### config.mk
export PLATFORM = sky130hd
export DESIGN_NAME = vram_arbiter
export DESIGN_NICKNAME = d
export VERILOG_FILES = /design/src/rtl/vram_arb_pkg.sv /design/src/rtl/vram_arbiter_rr_pick3.sv /design/src/rtl/vram_arbiter.sv
export SDC_FILE = /design/constraint.sdc
export NUM_CORES = 1
export LEC_CHECK = 0
export ABC_CLOCK_PERIOD_IN_PS = 2620
export BUFFER_PORTS_ARGS = -buffer_cell sky130_fd_sc_hd__buf_2
export CORE_UTILIZATION = 34
export CTS_CLUSTER_DIAMETER = 60
export DETAILED_ROUTE_END_ITERATION = 16
export PLACE_DENSITY = 0.79
export SYNTH_ARGS = -nofsm -noshare
export SYNTH_HDL_FRONTEND = slang
export SYNTH_HIERARCHICAL = 1
export SYNTH_SLANG_ARGS = --single-unit
### constraint.sdc
create_clock -name clk -period 2.62 [get_ports clk]
set_clock_uncertainty 0.2 [all_clocks]
set_input_delay 0.524 -clock clk [delete_from_list [all_inputs] [get_ports clk]]
set_output_delay 0.524 -clock clk [all_outputs]
set_load 0.01 [all_outputs]
### src/rtl/vram_arb_pkg.sv
// Shared definitions for the video RAM arbiter: port ids, read-tag layout
// and small helpers used by the arbiter and its round-robin picker.
package vram_arb_pkg;

  // Requester ids carried in the read tag and the round-robin pointer
  localparam logic [1:0] PORT_L0  = 2'd0;
  localparam logic [1:0] PORT_L1  = 2'd1;
  localparam logic [1:0] PORT_SPR = 2'd2;
  localparam logic [1:0] PORT_CPU = 2'd3;

  // Tag captured on every read grant, consumed the following cycle when
  // the RAM returns data for that grant
  typedef struct packed {
    logic       vld;
    logic [1:0] port;
    logic [1:0] lane;
  } rd_tag_t;

  localparam int RD_TAG_W = 5;

  // Byte lane to one-hot write enable, lane 0 = bits 7:0
  function automatic logic [3:0] lane_onehot(input logic [1:0] lane);
    logic [3:0] sel;
    sel = 4'b0000;
    sel[lane] = 1'b1;
    return sel;
  endfunction

  // One-hot video grant {spr, l1, l0} to port id; all-zero maps to L0
  function automatic logic [1:0] vid_port_id(input logic [2:0] onehot);
    logic [1:0] id;
    id = PORT_L0;
    if (onehot[1]) id = PORT_L1;
    if (onehot[2]) id = PORT_SPR;
    return id;
  endfunction

endpackage

### src/rtl/vram_arbiter_rr_pick3.sv
// Three-way round-robin picker: grants the first requester after the one
// that was granted last, searching in the order L0 -> L1 -> SPR -> L0.
module rr_pick3
  import vram_arb_pkg::*;
(
  input  logic [2:0] req_i,   // {spr, l1, l0}
  input  logic [1:0] last_i,  // id of the last granted video port
  output logic [2:0] gnt_o,   // one-hot grant {spr, l1, l0}
  output logic       vld_o
);

  // Fixed-priority search starting just after the last grant
  always_comb begin
    gnt_o = 3'b000;
    case (last_i)
      PORT_L0: begin
        if      (req_i[1]) gnt_o = 3'b010;
        else if (req_i[2]) gnt_o = 3'b100;
        else if (req_i[0]) gnt_o = 3'b001;
      end
      PORT_L1: begin
        if      (req_i[2]) gnt_o = 3'b100;
        else if (req_i[0]) gnt_o = 3'b001;
        else if (req_i[1]) gnt_o = 3'b010;
      end
      // SPR (and the unused CPU id) hand priority back to L0
      default: begin
        if      (req_i[0]) gnt_o = 3'b001;
        else if (req_i[1]) gnt_o = 3'b010;
        else if (req_i[2]) gnt_o = 3'b100;
      end
    endcase
  end

  assign vld_o = |req_i;

endmodule

### src/rtl/vram_arbiter.sv
// Single-port video RAM arbiter: one byte-wide CPU port and three 32-bit
// read-only video fetch ports share the RAM, one grant per clock. CPU
// byte accesses become word accesses with a lane select, and read data is
// steered back to whoever was granted in the previous cycle.
module vram_arbiter
  import vram_arb_pkg::*;
#(
  parameter int CPU_MAX_WAIT = 3,
  parameter int AW           = 15
) (
  input  logic          clk,
  input  logic          rst,
  // CPU byte port
  input  logic [AW+1:0] cpu_addr,
  input  logic [7:0]    cpu_wrdata,
  input  logic          cpu_write,
  input  logic          cpu_strobe,
  output logic          cpu_ack,
  output logic [7:0]    cpu_rddata,
  output logic          cpu_rdvalid,
  // Video fetch ports
  input  logic [AW-1:0] l0_addr,
  input  logic [AW-1:0] l1_addr,
  input  logic [AW-1:0] spr_addr,
  input  logic          l0_strobe,
  input  logic          l1_strobe,
  input  logic          spr_strobe,
  output logic          l0_ack,
  output logic          l1_ack,
  output logic          spr_ack,
  output logic [31:0]   vid_rddata,
  output logic          l0_rdvalid,
  output logic          l1_rdvalid,
  output logic          spr_rdvalid,
  // RAM slave interface
  output logic [AW-1:0] bus_addr,
  output logic [31:0]   bus_wrdata,
  output logic [3:0]    bus_wrbytesel,
  output logic          bus_write,
  input  logic [31:0]   bus_rddata
);

  localparam logic [3:0] MAX_WAIT = 4'(CPU_MAX_WAIT);

  logic [1:0] rr_last_q, rr_last_d;
  logic [3:0] wait_cnt_q, wait_cnt_d;
  rd_tag_t    tag_q, tag_d;
  logic [7:0] cpu_rddata_q, cpu_rddata_d;

  logic [2:0] vid_req;
  logic [2:0] vid_pick;
  logic       vid_any;
  logic [1:0] vid_id;
  logic       cpu_urgent;
  logic       cpu_gnt;
  logic       vid_gnt;
  logic       rd_live;
  logic [7:0] cpu_lane_byte;

  assign vid_req = {spr_strobe, l1_strobe, l0_strobe};

  rr_pick3 u_pick (
    .req_i  (vid_req),
    .last_i (rr_last_q),
    .gnt_o  (vid_pick),
    .vld_o  (vid_any)
  );

  assign vid_id = vid_port_id(vid_pick);

  // Grant selection: a starved CPU wins, then the video round-robin, then
  // the CPU as a filler; nothing is granted while reset is held
  always_comb begin
    cpu_urgent = cpu_strobe && (wait_cnt_q >= MAX_WAIT);
    cpu_gnt    = 1'b0;
    vid_gnt    = 1'b0;
    if (!rst) begin
      if (cpu_urgent)      cpu_gnt = 1'b1;
      else if (vid_any)    vid_gnt = 1'b1;
      else if (cpu_strobe) cpu_gnt = 1'b1;
    end
  end

  assign cpu_ack = cpu_gnt;
  assign l0_ack  = vid_gnt && vid_pick[0];
  assign l1_ack  = vid_gnt && vid_pick[1];
  assign spr_ack = vid_gnt && vid_pick[2];

  // RAM bus drive: idle parks on the layer0 address with writes disabled
  always_comb begin
    bus_addr      = l0_addr;
    bus_wrdata    = {4{cpu_wrdata}};
    bus_wrbytesel = 4'b0000;
    bus_write     = 1'b0;
    if (cpu_gnt) begin
      bus_addr      = cpu_addr[AW+1:2];
      bus_wrbytesel = lane_onehot(cpu_addr[1:0]);
      bus_write     = cpu_write;
    end else if (vid_gnt) begin
      case (vid_id)
        PORT_L1:  bus_addr = l1_addr;
        PORT_SPR: bus_addr = spr_addr;
        default:  bus_addr = l0_addr;
      endcase
    end
  end

  // Next state for pointer, starvation counter and read tag
  always_comb begin
    rr_last_d = vid_gnt ? vid_id : rr_last_q;

    wait_cnt_d = wait_cnt_q;
    if (!cpu_strobe || cpu_gnt)  wait_cnt_d = 4'd0;
    else if (wait_cnt_q != 4'hF) wait_cnt_d = wait_cnt_q + 4'd1;

    tag_d.vld  = (cpu_gnt && !cpu_write) || vid_gnt;
    tag_d.port = cpu_gnt ? PORT_CPU : vid_id;
    tag_d.lane = cpu_addr[1:0];
  end

  // Read return: data for last cycle's read grant is on bus_rddata now;
  // a reset in this cycle suppresses the return entirely
  always_comb begin
    rd_live       = tag_q.vld && !rst;
    l0_rdvalid    = rd_live && (tag_q.port == PORT_L0);
    l1_rdvalid    = rd_live && (tag_q.port == PORT_L1);
    spr_rdvalid   = rd_live && (tag_q.port == PORT_SPR);
    cpu_rdvalid   = rd_live && (tag_q.port == PORT_CPU);
    cpu_lane_byte = bus_rddata[{tag_q.lane, 3'b000} +: 8];
    cpu_rddata_d  = cpu_rdvalid ? cpu_lane_byte : cpu_rddata_q;
  end

  assign vid_rddata = bus_rddata;
  // The returning byte is visible in its rdvalid cycle and held afterwards
  assign cpu_rddata = cpu_rddata_d;

  // State registers; the pointer resets to SPR so layer0 is served first
  always_ff @(posedge clk) begin
    if (rst) begin
      rr_last_q    <= PORT_SPR;
      wait_cnt_q   <= 4'd0;
      tag_q        <= '0;
      cpu_rddata_q <= 8'h00;
    end else begin
      rr_last_q    <= rr_last_d;
      wait_cnt_q   <= wait_cnt_d;
      tag_q        <= tag_d;
      cpu_rddata_q <= cpu_rddata_d;
    end
  end

endmodule

## After elaboration in Yosys (flattened, before gate mapping)

Index checks and enable logic that the tools add are counted.

| operators by class | value |
|---|---|
| $add $sub $neg | 1 |
| shifts and indexed selects | 1 |
| mux-type cells | 28 |
| reduce and logical (&&, ||, !) cells | 20 |
| magnitude comparators | 3 |
| eq/ne operators | 7 |

Operators by type and width:

| operator | number |
|---|---|
| $shiftx A32 B6 Y8 | 1 |
| $mux W15 | 2 |
| $pmux W15 S2 | 1 |
| $mux W3 | 7 |
| $logic_and A1 B1 Y1 | 11 |
| $mux W1 | 11 |
| $mux W8 | 1 |
| $eq A2 B1 Y1 const B | 3 |
| $eq A2 B2 Y1 const B | 3 |
| $mux W2 | 3 |
| $pmux W3 S2 | 1 |
| $add A4 B1 Y4 const B | 1 |
| $ge A4 B2 Y1 const B | 1 |
| $logic_not A2 Y1 | 2 |
| $mux W4 | 1 |
| $ne A4 B4 Y1 const B | 1 |
| $logic_not A1 Y1 | 3 |
| $lt A2 B3 Y1 const B | 1 |
| $reduce_or A3 Y1 | 1 |
| $demux W1 S2 | 1 |
| $ge A2 B1 Y1 const B | 1 |
| $logic_or A1 B1 Y1 | 2 |
| $reduce_or A2 Y1 | 1 |

| word-level totals | value |
|---|---|
| register bits | 19 |
| output and inout bits | 100 |
| word-level logic and storage cells | 66 |

## Logic depth before layout (Yosys ltp)

| depth | value |
|---|---|
| depth after elaboration | 10 |
| mapped depth | 7 |
| gate-level depth less buffers | 5 |

## By module

The synthesis kept the hierarchy.

Modules (own cells, without submodules):

| module | instances | area each (µm²) | sequential area each (µm²) | cells an instance |
|---|---|---|---|---|
| vram_arbiter | 1 | 2,097.0 | 380.4 | 259 |
| rr_pick3 | 1 | 57.6 | 0.0 | 8 |

## Worst setup path after synthesis

OpenSTA, ideal clock, no wires.

| timing | value |
|---|---|
| path type | input to output |
| start point | input l1_strobe |
| end point | output bus_addr[10] |
| arrival time | 2.216 ns |
| cell stages on the path | 7 |
| required time | 1.896 ns |
| setup slack | -0.320 ns |
| path buffers | 2 |
| cells stage by stage | or3b_1 o31ai_1 buf_2 clkbuf_1 a21oi_1 or4_1 a31oi_1 |

| on the way | value |
|---|---|
| longest elaborated chain between the ends | 10 |
| elaborated cells on any way between the ends | 21 |
| those cells by class | eq/ne (2); mux (18); reduce/logical (1) |

RTL lines:

| what | RTL line | source |
|---|---|---|
| from (decl) | vram_arbiter.sv:26 | `input logic l1_strobe,` |
| $mux W2 | vram_arbiter_rr_pick3.sv:24 | `else if (req_i[1]) gnt_o = 3'b010;` |
| $mux W3 | vram_arbiter_rr_pick3.sv:23 | `else if (req_i[0]) gnt_o = 3'b001;` |
| $mux W3 | vram_arbiter_rr_pick3.sv:22 | `if (req_i[2]) gnt_o = 3'b100;` |
| $pmux W3 S2 * | vram_arbiter_rr_pick3.sv:15 | `case (last_i)` |
| named net vid_pick[1] | vram_arbiter.sv:51 | `logic [2:0] vid_pick;` |
| $mux W1 * | vram_arb_pkg.sv:33 | `if (onehot[1]) id = PORT_L1;` |
| $mux W2 * | vram_arb_pkg.sv:34 | `if (onehot[2]) id = PORT_SPR;` |
| $eq A2 B2 Y1 or $eq A2 B1 Y1 (tied branches) | vram_arbiter.sv:100 | `case (vid_id)` |
| $pmux W15 S2 * | vram_arbiter.sv:100 |  |
| $mux W15 * | vram_arbiter.sv:99 | `end else if (vid_gnt) begin` |
| $mux W15 * | vram_arbiter.sv:95 | `if (cpu_gnt) begin` |
| to (decl) | vram_arbiter.sv:36 | `output logic [AW-1:0] bus_addr,` |

Mark *: on every way through the listed nets, which the timed path passes. The rest lies on a longest branch.

## Final worst setup path

| timing | value |
|---|---|
| start point | input l1_strobe |
| end point | output bus_addr[9] |

The elaborated chain is that of the path after synthesis.

==> qor.txt <==
=================================================================================
Status                                                               finished, violations left
Violations in the final reports                                      negative setup slack
First-pass GRT wire length                                               10400 um
Buffers & Inverters on Critical Path                                            4
I/O pin count                                                                 209
Async S/R FF share, synth                                                      0%
Number of maximum-capacitance violations                                        0
Number of clock buffers inserted by TritonCTS                                   3
Slowest stage cell, crit path                                               or4_1
Type of the setup path with the least slack                          input port to primary output
Distinct cells, synth                                                          41
Clock-pin slew on the worst setup and hold paths                            80 ps
Placer congestion estimate                                                  0.734
Number of filler cells placed in the layout                                   578
Post-synth top area share                                                   22.3%
Critical-path maximum fanout                                                    9
Synth cell count leaders                                             buf_4, nor2b_1, dfxtp_1, nor3_1
Required time at the worst-slack endpoint                                 1900 ps
Number of synthesized flops with an enable pin                                  0
Avg Cell Area, Syn                                                       8.07 um2
Clock tree from TritonCTS                                                    done
Finished Layout Cells                                                         457
Biggest area consumer among synthesized cells                               buf_4
Post-route antenna net violation count                                          0
Power density over the cells                                           319 nW/um2
Cell area after synthesis                                                2150 um2
Max Root-Sink Buffers                                                           2
Final Slew Violations                                                           0
Signal arrival time at the worst endpoint                                 2250 ps
Category of the worst setup path capture point                       primary output
Routed via count                                                             2409
Root buf cell                                                            clkbuf_8
Core outline area                                                        6030 um2
Residual DRC count                                                              0
Cell-by-cell trace of the critical path                              buf_6, or3b_4, o31ai_4, buf_4, buf_12, a21oi_1, or4_1, a31oi_2, buf_2
Max stage delay on crit path                                               480 ps
Synthesized instance count                                                    267
Number of optimization iterations in the first detailed-route pass              4
Worst setup slack after layout                                            -353 ps
Sequential cell area fraction in the yosys report                           17.7%
Layout cells sized above 1                                                  67.8%
HP Class                                                             flip-flop to flip-flop
CP Launch Type                                                         input port
Via density                                                                  5.27
Pin count of the biggest net entering global routing                           29
Total Neg Setup Slack                                                    -4360 ps
Maximum clock frequency                                                   336 MHz
Die ar.                                                                  6660 um2
Final routed wirelength across all metal layers                           7360 um
Number of placed cells counting well taps                                     444
Setup repair after global routing missed its margin                          true
Core Rows                                                                      28
Effective utilization at floorplan                                          35.8%
Predominant post-synthesis flop cell                                      dfxtp_1
IR Drop Worst-Case VDD                                                   0.166 mV
Library cell with the highest instance count after synthesis                buf_4
Tot GR Track Use                                                            20.5%
Clk sinks                                                                      19
First DRT Iteration DRCs                                                       40
Total area of multi-input combinational cells                            1430 um2
Count of port buffers added during placement                                  168
Number of inserted diodes                                                       0
Routed len/inst                                                           16.1 um
Final hold slack                                                           252 ps
Top area cells in the synthesized netlist                            buf_4, dfxtp_1, mux4_2
Overall die height                                                        81.6 um
Later-pin clock latency in the skew report                                 260 ps
Final hold violations                                                           0
Post-synthesis sequential element count                                        19
Kind of cell adding the most delay to the critical path              simple AND/OR/NAND/NOR gates
Final Critical Period                                                     2970 ps
Leakage component of the power                                            1.50 nW
Placed wire-length estimate                                               5520 um
Final net count                                                               493
Overflow after GRT                                                              0
Htree depth                                                                     1
Vias in the first global route                                               2264
Fin crit share                                                               113%
Finish-stage setup viols                                                       17
Area added between synthesis and finish                                     45.9%
Synth warnings                                                                  6
Sequential Area                                                           383 um2
Width of the die                                                          81.6 um
Antenna violations before repair                                                0
=================================================================================
## final cells by class
| cell class | instances | share of cell area [%] |
|---|---|---|
| clock buffers | 3 | 1.31 |
| clock inverters | 1 | 0.239 |
| inverters | 6 | 0.717 |
| multi-input cells | 158 | 45.5 |
| flip-flops and latches | 19 | 12.2 |
| well taps | 75 | 2.99 |
| repair buffers | 195 | 37.0 |
## report_power, final
group | internal (mW) | total [mW] | leakage (nW) | switching (mW)
combinational | 0.250 | 0.482 | 1.32 | 0.231
clock | 0.107 | 0.211 | 0.0217 | 0.104
sequential | 0.300 | 0.311 | 0.156 | 0.0107
total | 0.658 | 1.00 | 1.50 | 0.346
## final timing paths
kind | cells after the start | end | slack (ps) | start
max | 9 | bus_addr[9] | -350 | l1_strobe
min | 1 | wait_cnt_q[0] | 250 | wait_cnt_q[0]
max reg2reg | 7 | rr_last_q[0] | 590 | rr_last_q[1]
min reg2reg | 1 | wait_cnt_q[0] | 250 | wait_cnt_q[0]
## sequential cells by signal, summed over array words and instances (netlist names)
register,count
tag_q,5
cpu_rddata_q,8
wait_cnt_q,4
rr_last_q,2
## per-stage QoR
step	setup slack [ps]	cell area [um2]	power, mW	util [%]
floorplan	-98.7	2270	0.616	-
global placement	-418	2830	0.729	47.0
detailed placement	-450	2830	0.737	47.0
CTS	-327	3080	1.00	51.1
global route	-449	3140	1.07	52.2
finish	-353	3140	1.00	52.2
## per-layer routing
| layer | global-route usage [%] | vias up | part of all wire (%) |
|---|---|---|---|
| met5 | 0 | - | 0 |
| met4 | 11.4 | 0 | 2.9 |
| met3 | 3.22 | 22 | 7.6 |
| met1 | 23.0 | 1114 | 38 |
| li1 | - | 1141 | - |
| met2 | 36.7 | 132 | 52 |
## timing repair
| action | 4_1_cts | 5_1_grt |
|---|---|---|
| setup endpoints to repair | 22 | 23 |
| hold buffers | 0 | 0 |
| resized for setup | 25 | 19 |
| setup buffers | 6 | 2 |
| pin swaps | 13 | 11 |
| cloned | 3 | 0 |
## placed cells by master, fill, tap and decap left out, drive strengths merged, types with 4 or more instances in the layout
master / count
buf: 195
nor2b: 25
dfxtp: 19
nor3: 17
a21oi: 16
o31ai: 16
or4: 15
a31oi: 15
mux4: 8
mux2: 8
inv: 6
nor2: 5
o21ai: 4
## cell families (layout without fill, tap and decap cells)
group                    count (synthesis)  after routing  synth area share [%]
multiplexers                            17             17                  13.0
AND/OR/NAND/NOR                         84             84                  25.0
adder cells (fa/ha/maj)                  1              1                 0.581
flip-flops                              19             19                  17.7
buffers and inverters                   91            205                  27.7
other                                    1              2                 0.174
AO/OA/AOI/OAI                           54             54                  15.9
Power figures use the tool's default switching activity.
